### src/rtl/fifo_pkg.sv
// Shared types and helpers for the parametrised synchronous FIFO family.
package fifo_pkg;

    typedef enum logic {
        FIFO_STD  = 1'b0,
        FIFO_FWFT = 1'b1
    } fifo_mode_e;

    function automatic int unsigned addr_w(input int unsigned depth);
        return $clog2(depth);
    endfunction

endpackage

### src/rtl/fifo_mem_p.sv
// FIFO storage: one synchronous write port, one asynchronous read port, no reset.
module fifo_mem_p
    import fifo_pkg::*;
#(
    parameter int unsigned WIDTH = 8,
    parameter int unsigned DEPTH = 16,
    localparam int unsigned AW   = addr_w(DEPTH)
) (
    input  logic             clk_i,
    input  logic             we_i,
    input  logic [AW-1:0]    waddr_i,
    input  logic [WIDTH-1:0] wdata_i,
    input  logic [AW-1:0]    raddr_i,
    output logic [WIDTH-1:0] rdata_o
);

    logic [WIDTH-1:0] mem_q [DEPTH];

    always_ff @(posedge clk_i) begin
        if (we_i) begin
            mem_q[waddr_i] <= wdata_i;
        end
    end

    assign rdata_o = mem_q[raddr_i];

endmodule

### src/rtl/sync_fifo_p.sv
// Single-clock FIFO with occupancy count, threshold flags, error pulses and
// selectable standard / first-word-fall-through read mode.
module sync_fifo_p
    import fifo_pkg::*;
#(
    parameter int unsigned WIDTH     = 8,
    parameter int unsigned DEPTH     = 16,
    parameter int unsigned AF_THRESH = DEPTH - 2,
    parameter int unsigned AE_THRESH = 1,
    parameter int unsigned FWFT      = int'(FIFO_STD),
    localparam int unsigned AW       = addr_w(DEPTH)
) (
    input  logic             clk,
    input  logic             reset_n,
    input  logic             wr,
    input  logic             rd,
    input  logic [WIDTH-1:0] data_in,
    output logic [WIDTH-1:0] data_out,
    output logic             empty,
    output logic             full,
    output logic             almost_full,
    output logic             almost_empty,
    output logic [AW:0]      count,
    output logic             overflow,
    output logic             underflow
);

    localparam logic [AW:0] DepthC = (AW + 1)'(DEPTH);
    localparam logic [AW:0] AfC    = (AW + 1)'(AF_THRESH);
    localparam logic [AW:0] AeC    = (AW + 1)'(AE_THRESH);

    if (WIDTH < 1) begin : gen_bad_width
        $error("sync_fifo_p: WIDTH must be at least 1");
    end
    if (DEPTH < 2 || (DEPTH & (DEPTH - 1)) != 0) begin : gen_bad_depth
        $error("sync_fifo_p: DEPTH must be a power of two, at least 2");
    end
    if (AF_THRESH < 1 || AF_THRESH > DEPTH) begin : gen_bad_af
        $error("sync_fifo_p: AF_THRESH out of range 1..DEPTH");
    end
    if (AE_THRESH > DEPTH - 1) begin : gen_bad_ae
        $error("sync_fifo_p: AE_THRESH out of range 0..DEPTH-1");
    end
    if (FWFT > 1) begin : gen_bad_mode
        $error("sync_fifo_p: FWFT must be 0 or 1");
    end

    logic [AW:0]      wr_ptr_q, wr_ptr_d;
    logic [AW:0]      rd_ptr_q, rd_ptr_d;
    logic             overflow_q, overflow_d;
    logic             underflow_q, underflow_d;
    logic             rd_acc, wr_acc;
    logic [WIDTH-1:0] mem_rdata;

    // Flags decode the registered pointers only, never the live requests.
    assign count        = wr_ptr_q - rd_ptr_q;
    assign empty        = (count == '0);
    assign full         = (count == DepthC);
    assign almost_full  = (count >= AfC);
    assign almost_empty = (count <= AeC);
    assign overflow     = overflow_q;
    assign underflow    = underflow_q;

    always_comb begin
        rd_acc      = rd && !empty;
        wr_acc      = wr && (!full || rd_acc);
        wr_ptr_d    = wr_ptr_q;
        rd_ptr_d    = rd_ptr_q;
        overflow_d  = wr && !wr_acc;
        underflow_d = rd && !rd_acc;
        if (wr_acc) begin
            wr_ptr_d = wr_ptr_q + 1'b1;
        end
        if (rd_acc) begin
            rd_ptr_d = rd_ptr_q + 1'b1;
        end
    end

    always_ff @(posedge clk or negedge reset_n) begin
        if (!reset_n) begin
            wr_ptr_q    <= '0;
            rd_ptr_q    <= '0;
            overflow_q  <= 1'b0;
            underflow_q <= 1'b0;
        end else begin
            wr_ptr_q    <= wr_ptr_d;
            rd_ptr_q    <= rd_ptr_d;
            overflow_q  <= overflow_d;
            underflow_q <= underflow_d;
        end
    end

    fifo_mem_p #(
        .WIDTH (WIDTH),
        .DEPTH (DEPTH)
    ) u_mem (
        .clk_i   (clk),
        .we_i    (wr_acc),
        .waddr_i (wr_ptr_q[AW-1:0]),
        .wdata_i (data_in),
        .raddr_i (rd_ptr_q[AW-1:0]),
        .rdata_o (mem_rdata)
    );

    if (FWFT == int'(FIFO_FWFT)) begin : gen_fwft
        // Head word is always presented; zero while nothing valid is stored.
        assign data_out = empty ? '0 : mem_rdata;
    end else begin : gen_std
        logic [WIDTH-1:0] dout_q, dout_d;

        // Async read of the current head, so a full read+write sees the old word.
        always_comb begin
            dout_d = dout_q;
            if (rd_acc) begin
                dout_d = mem_rdata;
            end
        end

        always_ff @(posedge clk or negedge reset_n) begin
            if (!reset_n) begin
                dout_q <= '0;
            end else begin
                dout_q <= dout_d;
            end
        end

        assign data_out = dout_q;
    end

endmodule

### config.mk
export PLATFORM = sky130hd
export DESIGN_NAME = sync_fifo_p
export DESIGN_NICKNAME = d
export VERILOG_FILES = /design/src/rtl/fifo_pkg.sv /design/src/rtl/fifo_mem_p.sv /design/src/rtl/sync_fifo_p.sv
export SDC_FILE = /design/constraint.sdc
export NUM_CORES = 1
export LEC_CHECK = 0
export BUFFER_PORTS_ARGS = -buffer_cell sky130_fd_sc_hd__buf_2
export CAP_MARGIN = 20
export CELL_PAD_IN_SITES_DETAIL_PLACEMENT = 0
export CELL_PAD_IN_SITES_GLOBAL_PLACEMENT = 1
export CORE_UTILIZATION = 41
export CTS_CLUSTER_DIAMETER = 200
export DETAILED_ROUTE_END_ITERATION = 10
export GPL_ROUTABILITY_DRIVEN = 0
export GPL_TIMING_DRIVEN = 0
export MAX_ROUTING_LAYER = met4
export PLACE_DENSITY = 0.68
export RECOVER_POWER = 100
export SYNTH_ARGS = -nofsm -noshare
export SYNTH_HDL_FRONTEND = slang
export SYNTH_SLANG_ARGS = --single-unit
### constraint.sdc
create_clock -name clk -period 11.3 [get_ports clk]
set_clock_uncertainty 0.2 [all_clocks]
set_input_delay 2.825 -clock clk [delete_from_list [all_inputs] [get_ports clk]]
set_output_delay 2.825 -clock clk [all_outputs]
set_load 0.005 [all_outputs]
After elaboration in Yosys (flattened, before gate mapping)
Memory sizes are Yosys's and may differ from the RTL's. A register that Yosys moved wholly into a read port is not among the register bits.
Cells that the tools add are included.
Widths: inputs -> output; s select.
- flip-flop bits (word level): 12
- memory bits (writable): 128
- input port bits: 12
- output and inout port bits: 19
- word-level logic and storage cells: 24
- memories kept: 1
- add/sub/neg operators: 3
- magnitude comparators: 2
- eq/ne operators: 1
- mux-type cells: 2
- reductions and logical operators: 11
- memories (memory ; words ; width ; read ports ; clocked after memory_dff ; wr ports ; RTL line ; source):
    u_mem.mem_q ; 16 ; 8 ; 1 ; 1 ; 1 ; fifo_mem_p.sv:17 ; logic [WIDTH-1:0] mem_q [DEPTH];
- operator list (cell ; number):
    $add 5x1->5 const B ; 2
    $eq 5x5->1 const B ; 1
    $ge 5x4->1 const B ; 1
    $le 5x1->1 const B ; 1
    $logic_not 1->1 ; 5
    $logic_not 5->1 ; 1
    $sub 5x5->5 ; 1
    $logic_and 1x1->1 ; 4
    $mux 1 ; 2
    $logic_or 1x1->1 ; 1

Longest topological paths before layout
Gate-level depths: netlist of the first run.
- depth in word-level cells: 8
- gate-level depth with buffers: 10

Cells and area by module
A second synthesis of the first run with hierarchy kept.
- cell total of the unflattened synthesis: 312
- area, all modules: 6059.6 um2
- modules (own cells, without submodules) (module ; times used ; cells each ; area each (um2) ; sequential area each (um2)):
    fifo_mem_p ; 1 ; 221 ; 4987.3 ; 3843.7
    sync_fifo_p ; 1 ; 91 ; 1072.3 ; 500.5

Least setup slack after synthesis of the first run
Ideal clock, no wire load.
- kind: register -> output
- start: reg rd_ptr_q[2]
- end: out almost_empty
- arrival time: 2505 ps
- slack: 5770 ps
- cell stages (with the launch flop): 10
- buffers on the path: 2
- cell sequence: dfrtp_1 clkbuf_1 clkbuf_1 inv_1 ha_1 nand2b_1 a21oi_1 xor2_2 inv_2 nor4_1
- word-level cells in the longest chain between the ends: 2
- RTL lines (element ; RTL line ; source):
    start: declaration ; sync_fifo_p.sv:49 ; logic [AW:0] rd_ptr_q, rd_ptr_d;
    start signal: assignment ; sync_fifo_p.sv:87 ; rd_ptr_q <= rd_ptr_d;
    $sub 5x5->5 ; sync_fifo_p.sv:56 ; assign count = wr_ptr_q - rd_ptr_q;
    via count[4] ; sync_fifo_p.sv:23 ; output logic [AW:0] count,
    $le 5x1->1 ; sync_fifo_p.sv:60 ; assign almost_empty = (count <= AeC);
    end: declaration ; sync_fifo_p.sv:22 ; output logic almost_empty,
The timed path passes the listed nets, and every way through them passes these cells.

Worst setup path after layout of the first run
- start: reg rd_ptr_q[2]
- end: out almost_empty
- word-level cells in the longest chain between the ends: 2
- RTL lines (element ; RTL line):
    $sub 5x5->5 ; sync_fifo_p.sv:56
    $le 5x1->1 ; sync_fifo_p.sv:60
No other way between the ends.

==> impl_metrics.json, run 1 <==
{
  "nets": 390,
  "max_clock_freq_mhz": 141.2,
  "ctsHoldBuffers": 0,
  "yosysMostFrequentCell": "edfxtp_1",
  "async_reset_ff_frac": 0.1351,
  "path_max_fanout": 10,
  "grt_setup_unrepaired": "false",
  "drv_slew": 29,
  "drive_above_1_share": 0.2257,
  "powerDensity_nw_per_um2": 280.2,
  "max_cap_violations": 3,
  "p_leak_nw": 2.287,
  "finalCritPeriodShare": 0.6267,
  "yosysWarningCount": 0,
  "syn-cell-area_um2": 5974,
  "tightest_slew_ns": 1.888,
  "die_h_um": 122.7,
  "cts_buffers": 17,
  "via_per_inst": 5.437,
  "grt_pass1_vias": 3114,
  "diodes": 0,
  "antenna_found_initial": 0,
  "violations": "capacitance limit, slew limit",
  "post_cts_buffers": 0,
  "routedWlPerCell_um": 21.73,
  "synth_flop_cell": "edfxtp_1",
  "cts_buffer_depth": 2,
  "cts.sinks": 148,
  "drc": 0,
  "io_pins": 31,
  "synth_top_cell_by_area": "edfxtp_1",
  "hold_path_class": "reg2reg",
  "synth-seq-cells": 148,
  "cp-start-kind": "register",
  "clk_latency_ns": 0.42,
  "grt_pass1_wl_mm": 18.20,
  "hold_violations": 0,
  "core_area_um2": 14040,
  "yosys.area.top_type_share": 0.6434,
  "synth_edf_count": 128,
  "status": "complete, but fails checks",
  "grt_usage": 0.1854,
  "end_kind": "output port",
  "fin_tns_setup_ns": 0,
  "dp_hpwl_mm": 7.689,
  "initialDrtViolationCount": 239,
  "worstPathArrival_ns": 4.06,
  "die_w_um": 122.7,
  "vias": 3050,
  "setup_viol": 0,
  "htreeDepth": 4,
  "power.total_mw": 1.921,
  "post-route-min-period_ns": 7.082,
  "area_growth_pct": 14.76,
  "critPathRequiredTime_ns": 8.28,
  "ir_drop_v": 0.0001266,
  "clkTransAtPathRegs_ns": 0.06,
  "postRouteWirelength_mm": 12.19,
  "yosys-top-cells-count": "edfxtp_1 (128), mux4_2 (32), nor2_1 (24), dfrtp_1 (20), o22ai_1 (16)",
  "cts_tree": "done",
  "grt_max_degree": 21,
  "postSynthCellCount": 319,
  "io_buffers": 30,
  "rows": 43,
  "gr-total-overflow": 0,
  "synthDistinctLibCells": 35,
  "max-slew-margin-rel": -0.2722,
  "synthTopCellsByArea": "edfxtp_1 (64%), mux4_2 (12%), dfrtp_1 (8.4%)",
  "synthesis.nets": 341,
  "die_area_um2": 15060,
  "critPathKind": "reg2out",
  "cts_root_buf": "clkbuf_16",
  "synth_area_per_cell_um2": 18.73,
  "yosysSeqAreaShare": 0.7271,
  "postCtsResizedCells": 0,
  "initial_core_util": 0.4255,
  "ant_nets": 0,
  "drt_first_pass_iters": 4
}
critical path: stages, from the launching register on:
cell and delay [ns]:
dfrtp_1 0.33, clkbuf_1 0.47, clkbuf_1 0.64, inv_1 0.20, ha_1 0.40, nand2b_1 0.07, a21oi_1 0.21, xor2_1 0.55
inv_1 0.30, nor4_1 0.31, clkbuf_1 0.14
flip-flops by register name (all words and copies together), names as in the netlist:
name         flops
data_out         8
overflow         1
rd_ptr_q         5
u_mem.mem_q    128
underflow        1
wr_ptr_q         5
through the flow:
step / hold WS, ns / instance area [um^2] / std cells / setup WS [ns] / utilization
6_report: 0.2914 / 6857 / 561 / 4.218 / 0.4883
5_1_grt: 0.3065 / 6857 / 561 / 3.926 / 0.4883
4_1_cts: 0.2937 / 6928 / 561 / 4.391 / 0.4934
3_5_place_dp: 0.2816 / 6370 / 529 / 4.870 / 0.4536
3_3_place_gp: 0.2805 / 6350 / 529 / 4.852 / 0.4522
2_1_floorplan: 0.2652 / 5974 / 319 / 5.770 / -
placed cells by master, fill, tap and decap left out, types with 2 or more instances in the layout:
cell          n
inv_6         3
clkbuf_1     30
o311ai_0      3
clkinvlp_4    5
mux4_2       32
o21ai_0       4
xnor2_1       8
and3_1        2
dfrtp_1      20
xor2_1        4
nor2_1       24
ha_1          9
a21oi_1       2
nand2_1      11
mux2_2       10
clkinv_2      3
edfxtp_1    128
o22ai_1      16
clkbuf_16    17
nand3_1       4
nor3_1        5
o31ai_1       3
inv_1        11
buf_2        12
power breakdown:
group	switching [mW]	internal [mW]	total [mW]
clock	0.223	0.305	0.528
sequential	0.0380	0.681	0.719
combinational	0.395	0.280	0.675
total	0.656	1.27	1.92
worst paths after layout:
kind / end / depth (start not counted) / slack, ns / startpoint
setup / recovery: almost_empty / 10 / 4.22 / rd_ptr_q[2]
hold / removal: wr_ptr_q[4] / 1 / 0.29 / wr_ptr_q[4]
setup reg to reg: data_out[7] / 10 / 5.83 / rd_ptr_q[2]
hold reg to reg: wr_ptr_q[4] / 1 / 0.29 / wr_ptr_q[4]
max in group asynchronous: data_out[7] / 1 / 7.67 / reset_n
min in group asynchronous: wr_ptr_q[0] / 1 / 2.47 / reset_n
layer usage:
layer / GRT usage / routed length [um] / up-vias
met1: 0.2300 / 5424 / 1557
met5: - / 0 / -
met2: 0.2791 / 5863 / 95
li1: - / - / 1371
met3: 0.05623 / 549 / 27
met4: 0.08613 / 349 / 0
cell families after synthesis:
family                     share of synthesized area
AOI/OAI and AO/OA                            0.03539
xor gates and xnor gates                     0.01885
adders and majority gates                    0.02220
buffers and inverters                        0.01529
DFF                                           0.7271
muxes                                         0.1414
and+or+nand+nor                              0.03979
area by class of cell:
class	instances	area (um^2)
buffer	12	48.80
clock buffer	18	429.2
clock inverter	14	128.9
fill	1184	7186
inverter	11	41.29
multi-input combinational	148	1515
sequential	148	4344
tap	180	225.2
timing repair buffer	30	123.9
Power figures use the tool's default switching activity.
==> run 2, diff against run 1 <==
- ABC_AREA: default -> 1
- PLACE_DENSITY: 0.68 -> 0.75
- clock period: 11.3 -> 6.25 ns (I/O delays scaled with it)
==> run 2 against run 1 <==
Final cell count rose by 51%. The flow now finishes without violations. Register-to-register slack got worse by 3.7 ns. Synthesized cell count rose by 87%. Worst hold slack got worse by 0.016 ns. Critical path depth rose by 2. Sequential share of layout area fell by 3.8 points. Wire length rose by 24%. Final area rose by 6.4%. Clock power rose by 89%. Die area rose by 6.6%.
==> impl_metrics.json, run 2 <==
{
  "status": "finished, final reports clean",
  "io_buffers": 30,
  "grt_setup_unrepaired": "false",
  "vias": 4377,
  "synthesis.nets": 617,
  "die_h_um": 126.7,
  "postRouteWirelength_mm": 15.15,
  "synth_flop_cell": "edfxtp_1",
  "cts_root_buf": "clkbuf_16",
  "postCtsResizedCells": 0,
  "instances_no_fill": 845,
  "htreeDepth": 4,
  "yosys.area.top_type_share": 0.6031,
  "max_cap_violations": 0,
  "synth_area_per_cell_um2": 10.71,
  "grt_usage": 0.2103,
  "path_cells": "clkbuf_1 > clkinv_1 > clkbuf_1 > ha_1 > a21oi_1 > nand3_1 > nand3_1 > nor2_1 > nand2_1 > clkbuf_1 > inv_1 > buf_2",
  "io_pins": 31,
  "hold_violations": 0,
  "grt_max_degree": 21,
  "synthDistinctLibCells": 24,
  "async_reset_ff_frac": 0.1351,
  "worstPathArrival_ns": 3.41,
  "syn-cell-area_um2": 6374,
  "fin_tns_setup_ns": 0,
  "p_leak_nw": 2.766,
  "clkTransAtPathRegs_ns": 0.06,
  "max_clock_freq_mhz": 193.4,
  "setup_viol": 0,
  "cpMostUsedCell": "clkbuf_1",
  "nets": 666,
  "cp-start-kind": "register",
  "yosysSeqAreaShare": 0.6816,
  "die_w_um": 126.7,
  "yosysMostFrequentCell": "nor2_1",
  "final_common_cell": "nor2_1",
  "cts_buffers": 17,
  "yosys-top-cells-count": "nor2_1 (143), edfxtp_1 (128), nand2_1 (109), o21ai_0 (65), nand3_1 (39)",
  "postPlaceCellArea_um2": 6759,
  "cts_tree": "done",
  "tightest_slew_ns": 1.089,
  "final_cell_mix": "nor2_1 (143), edfxtp_1 (128), nand2_1 (111)",
  "drt_first_pass_iters": 4,
  "r2r-start": "rd_ptr_q[1]",
  "fillers": 1395,
  "synth_top_cell_by_area": "edfxtp_1",
  "regMostFlops": "u_mem.mem_q",
  "routedWlPerCell_um": 17.93,
  "yosysWarningCount": 0,
  "drv_slew": 0,
  "synth-seq-cells": 148,
  "post_cts_buffers": 0,
  "post-place-ws_ns": 1.807,
  "initial_core_util": 0.4193,
  "synthTopCellsByArea": "edfxtp_1 (60%), nor2_1 (8.4%), dfrtp_1 (7.9%)",
  "synth_edf_count": 128,
  "gr-total-overflow": 0,
  "ant_nets": 0,
  "powerDensity_nw_per_um2": 495.0,
  "grt_pass1_vias": 4273,
  "fin_ws_ns": 1.080,
  "cts.sinks": 148,
  "crit_start": "rd_ptr_q[1]",
  "end_kind": "output port",
  "path_max_fanout": 10,
  "core_area_um2": 15200,
  "finalCritPeriodShare": 0.8272,
  "initialDrtViolationCount": 329,
  "postSynthCellCount": 595,
  "hold_path_class": "reg2reg",
  "largest_reg_flops": 128,
  "dp.cells": 813,
  "grt_pass1_wl_mm": 23.60,
  "post-route-min-period_ns": 5.170,
  "diodes": 0,
  "critical_path.slowest_cell": "dfrtp_1",
  "dp_hpwl_mm": 10.39,
  "drive_above_1_share": 0.08219,
  "max-slew-margin-rel": 0.2738,
  "clk_latency_ns": 0.43,
  "die_area_um2": 16050,
  "max_stage_delay_ns": 0.40,
  "critPathKind": "reg2out",
  "hold_start": "data_out[4]",
  "utilization": 0.4801,
  "cts_buffer_depth": 2,
  "ir_drop_v": 0.0001976,
  "ctsHoldBuffers": 0,
  "via_per_inst": 5.180,
  "drc": 0,
  "rows": 45,
  "antenna_found_initial": 0,
  "final_area_um2": 7298,
  "critPathRequiredTime_ns": 4.49,
  "area_growth_pct": 14.51
}
## run 2: cell types whose count changed after synthesis, sizes merged, moves of 7 or more
cell / previous run / this run
nor2: 24 / 143
nand2: 11 / 111
o21ai: 4 / 66
nand3: 4 / 40
mux4: 32 / 0
o22ai: 16 / 0
inv: 11 / 23
mux2: 11 / 0
buf: 4 / 13
clkbuf: 8 / 16
o211ai: 1 / 8
## run 2: area by class of cell
cell class	instances	area [um^2]	area share
plain buffers	29	116.4	0.01594
clock buffers	18	429.2	0.05880
clock inverters	14	156.4	0.02143
inverters	26	97.59	0.01337
multi-input cells	392	1788	0.2450
flip-flops and latches	148	4344	0.5952
well taps	188	235.2	0.03223
repair buffers	30	131.4	0.01800
## run 2: path summary, 6_finish.rpt
kind	depth (start not counted)	slack [ns]	end
max	12	1.08	empty
min	2	0.28	data_out[4]
max reg2reg	12	2.11	u_mem.mem_q[10][1]
min reg2reg	2	0.28	data_out[4]
max in group asynchronous	1	4.08	wr_ptr_q[0]
min in group asynchronous	1	1.11	data_out[2]
## run 2: power breakdown
group	switching [mW]	internal, mW
Combinational	0.903	0.427
Sequential	0.0656	1.21
Clock	0.412	0.591
Total	1.38	2.23
## run 2: critical path: cells and delay by family, from the launching register on
family	cells	cell delay [ns]
simple gates	4	0.48
fa+ha+maj	1	0.29
flops	1	0.40
compound gates	1	0.19
buf+inv	6	1.61
## run 2: metal layers
layer	GRT usage	vias up	routed length, um
li1	-	2115	-
met2	0.3217	121	7161
met5	-	-	0
met1	0.2714	2115	6841
met3	0.03627	26	738
met4	0.1071	0	405
## run 2: cell families after synthesis
group,share of synthesized area
and+or+nand+nor,0.1841
DFF,0.6816
AOI/OAI and AO/OA,0.06341
buffers and inverters,0.03632
xor gates and xnor gates,0.01374
adders and majority gates,0.02081
## run 2: metrics by stage
step,hold WS (ns),power [mW]
2_1_floorplan,0.2638,2.170
3_3_place_gp,0.2664,2.618
3_5_place_dp,0.2663,2.643
4_1_cts,0.2820,3.645
5_1_grt,0.3056,3.845
6_report,0.2751,3.612
==> run 3, diff against run 2 <==
- ABC_AREA: 1 -> 0
- PLACE_DENSITY: 0.75 -> 0.68
- clock period: 6.25 -> 4.9 ns (I/O delays scaled with it)
==> run 3 against run 2 <==
The flow now finishes with violations (capacitance limit, slew limit). Worst hold slack improved by 0.016 ns. Wire length is 19% lower. Register-to-register slack got worse by 1.6 ns. Final cell count fell by 34%. First-iteration DRC count decreased by 26%. Critical path depth decreased by 3. Critical endpoint is now almost_empty. Highest routed layer unchanged.
==> impl_metrics.json, run 3 (synthesis results as in run 1) <==
{
  "post_cts_buffers": 0,
  "drc": 0,
  "vias": 3045,
  "gr-total-overflow": 0,
  "final_cell_mix": "edfxtp_1 (128), mux4_2 (32), clkbuf_1 (27)",
  "powerDensity_nw_per_um2": 649.2,
  "initialDrtViolationCount": 245,
  "drv_slew": 11,
  "drt_first_pass_iters": 4,
  "worstPathArrival_ns": 3.15,
  "io_pins": 31,
  "io_buffers": 30,
  "ir_drop_v": 0.0002905,
  "rr_worst_depth": 9,
  "final_common_cell": "edfxtp_1",
  "power.total_mw": 4.456,
  "ant_nets": 0,
  "dp.cells": 529,
  "cts_buffers": 17,
  "via_per_inst": 5.438,
  "critical_path.slowest_cell": "dfrtp_2",
  "max_clock_freq_mhz": 218.7,
  "drive_above_1_share": 0.2395,
  "die_w_um": 122.7,
  "path_cells": "clkbuf_2 > inv_1 > ha_1 > nand2b_1 > a21oi_1 > xor2_2 > inv_2 > nor4_1 > clkbuf_1",
  "largest_reg_flops": 128,
  "postRouteWirelength_mm": 12.25,
  "post-place-ws_ns": 0.05749,
  "grt_pass1_wl_mm": 18.18,
  "cts_buffer_depth": 2,
  "grt_usage": 0.1853,
  "clk_latency_ns": 0.42,
  "critPathKind": "reg2out",
  "critPathRequiredTime_ns": 3.47,
  "status": "complete, but fails checks",
  "instances_no_fill": 560,
  "end_kind": "output port",
  "cts.sinks": 148,
  "clkTransAtPathRegs_ns": 0.06,
  "violations": "capacitance limit, slew limit",
  "die_h_um": 122.7,
  "grt_pass1_vias": 3106,
  "cts_tree": "done",
  "area_growth_pct": 14.89,
  "cp-start-kind": "register",
  "core_area_um2": 14040,
  "cts_root_buf": "clkbuf_16",
  "grt_max_degree": 21,
  "dp_hpwl_mm": 7.689,
  "max_stage_delay_ns": 0.52,
  "max_cap_violations": 3,
  "p_leak_nw": 2.289,
  "routedWlPerCell_um": 21.88,
  "setup_viol": 0,
  "max-slew-margin-rel": -0.03901,
  "diodes": 0,
  "die_area_um2": 15060,
  "initial_core_util": 0.4255,
  "htreeDepth": 4,
  "fin_hold_ws_ns": 0.2907,
  "post-route-min-period_ns": 4.573,
  "tightest_slew_ns": 1.547,
  "finalCritPeriodShare": 0.9332,
  "antenna_found_initial": 0,
  "rows": 43,
  "regMostFlops": "u_mem.mem_q",
  "path_max_fanout": 10,
  "fin_ws_ns": 0.3275,
  "grt_setup_unrepaired": "false",
  "nets": 389,
  "hold_depth": 1,
  "hold_violations": 0,
  "hold_path_class": "reg2reg"
}
run 3: cell count changes in the layout (fill, tap and decap cells not counted), sizes merged, moves of 8 or more:
| cell | change |
|---|---|
| nor2 | -119 |
| nand2 | -100 |
| o21ai | -62 |
| nand3 | -36 |
| mux4 | +32 |
| o22ai | +16 |
| mux2 | +11 |
| clkbuf | -10 |
| inv | -10 |
| buf | -8 |
| clkinv | -8 |
run 3: critical path: cells and delay by family (launching register included):
kind / cells / cell delay (ns)
AOI/OAI and AO/OA: 1 / 0.26
xor gates and xnor gates: 1 / 0.40
adders and majority gates: 1 / 0.37
buffers and inverters: 4 / 0.82
DFF: 1 / 0.52
and+or+nand+nor: 2 / 0.35
run 3: cell type report:
class,instances,area (um^2)
Multi-Input combinational cell,148,1523
Sequential cell,148,4345
Clock inverter,14,128.9
Inverter,11,41.29
Fill cell,1178,7178
Buffer,11,47.55
Timing Repair Buffer,30,123.9
Clock buffer,18,429.2
Tap cell,180,225.2
run 3: path summary, 6_finish.rpt:
| kind | from | end | slack, ns |
|---|---|---|---|
| setup / recovery | rd_ptr_q[2] | almost_empty | 0.33 |
| min in group asynchronous | reset_n | wr_ptr_q[0] | 0.85 |
| hold / removal | wr_ptr_q[4] | wr_ptr_q[4] | 0.29 |
| hold reg to reg | wr_ptr_q[4] | wr_ptr_q[4] | 0.29 |
| max in group asynchronous | reset_n | rd_ptr_q[2] | 2.82 |
| setup reg to reg | rd_ptr_q[1] | u_mem.mem_q[5][0] | 0.47 |
run 3: timing repair:
| item | CTS | global route |
|---|---|---|
| hold buffers | 0 | 0 |
| gates resized for setup | 1 | 1 |
| setup endpoints to repair | 5 | 2 |
run 3: through the flow:
stage                     cell area, um^2    util  setup TNS (ns)
final                                6864  0.4888               0
after global routing                 6864  0.4888               0
after CTS                            6925  0.4932               0
after floorplan                      5974       -               0
after global placement               6350  0.4522          -1.957
after detailed placement             6370  0.4536               0
run 3: where the power goes:
group | internal [mW] | leakage (nW) | switching (mW)
Combinational | 0.652 | 0.636 | 0.907
Clock | 0.703 | 0.261 | 0.520
Sequential | 1.57 | 1.39 | 0.104
Total | 2.93 | 2.29 | 1.53
run 3: metal layers:
| layer | part of all wire | GRT usage | wire length [um] | up-vias |
|---|---|---|---|---|
| met1 | 0.44 | 0.2300 | 5431 | 1547 |
| li1 | - | - | - | 1367 |
| met2 | 0.48 | 0.2788 | 5834 | 111 |
| met3 | 0.055 | 0.05623 | 671 | 20 |
| met4 | 0.026 | 0.08613 | 317 | 0 |
| met5 | 0 | - | 0 | - |
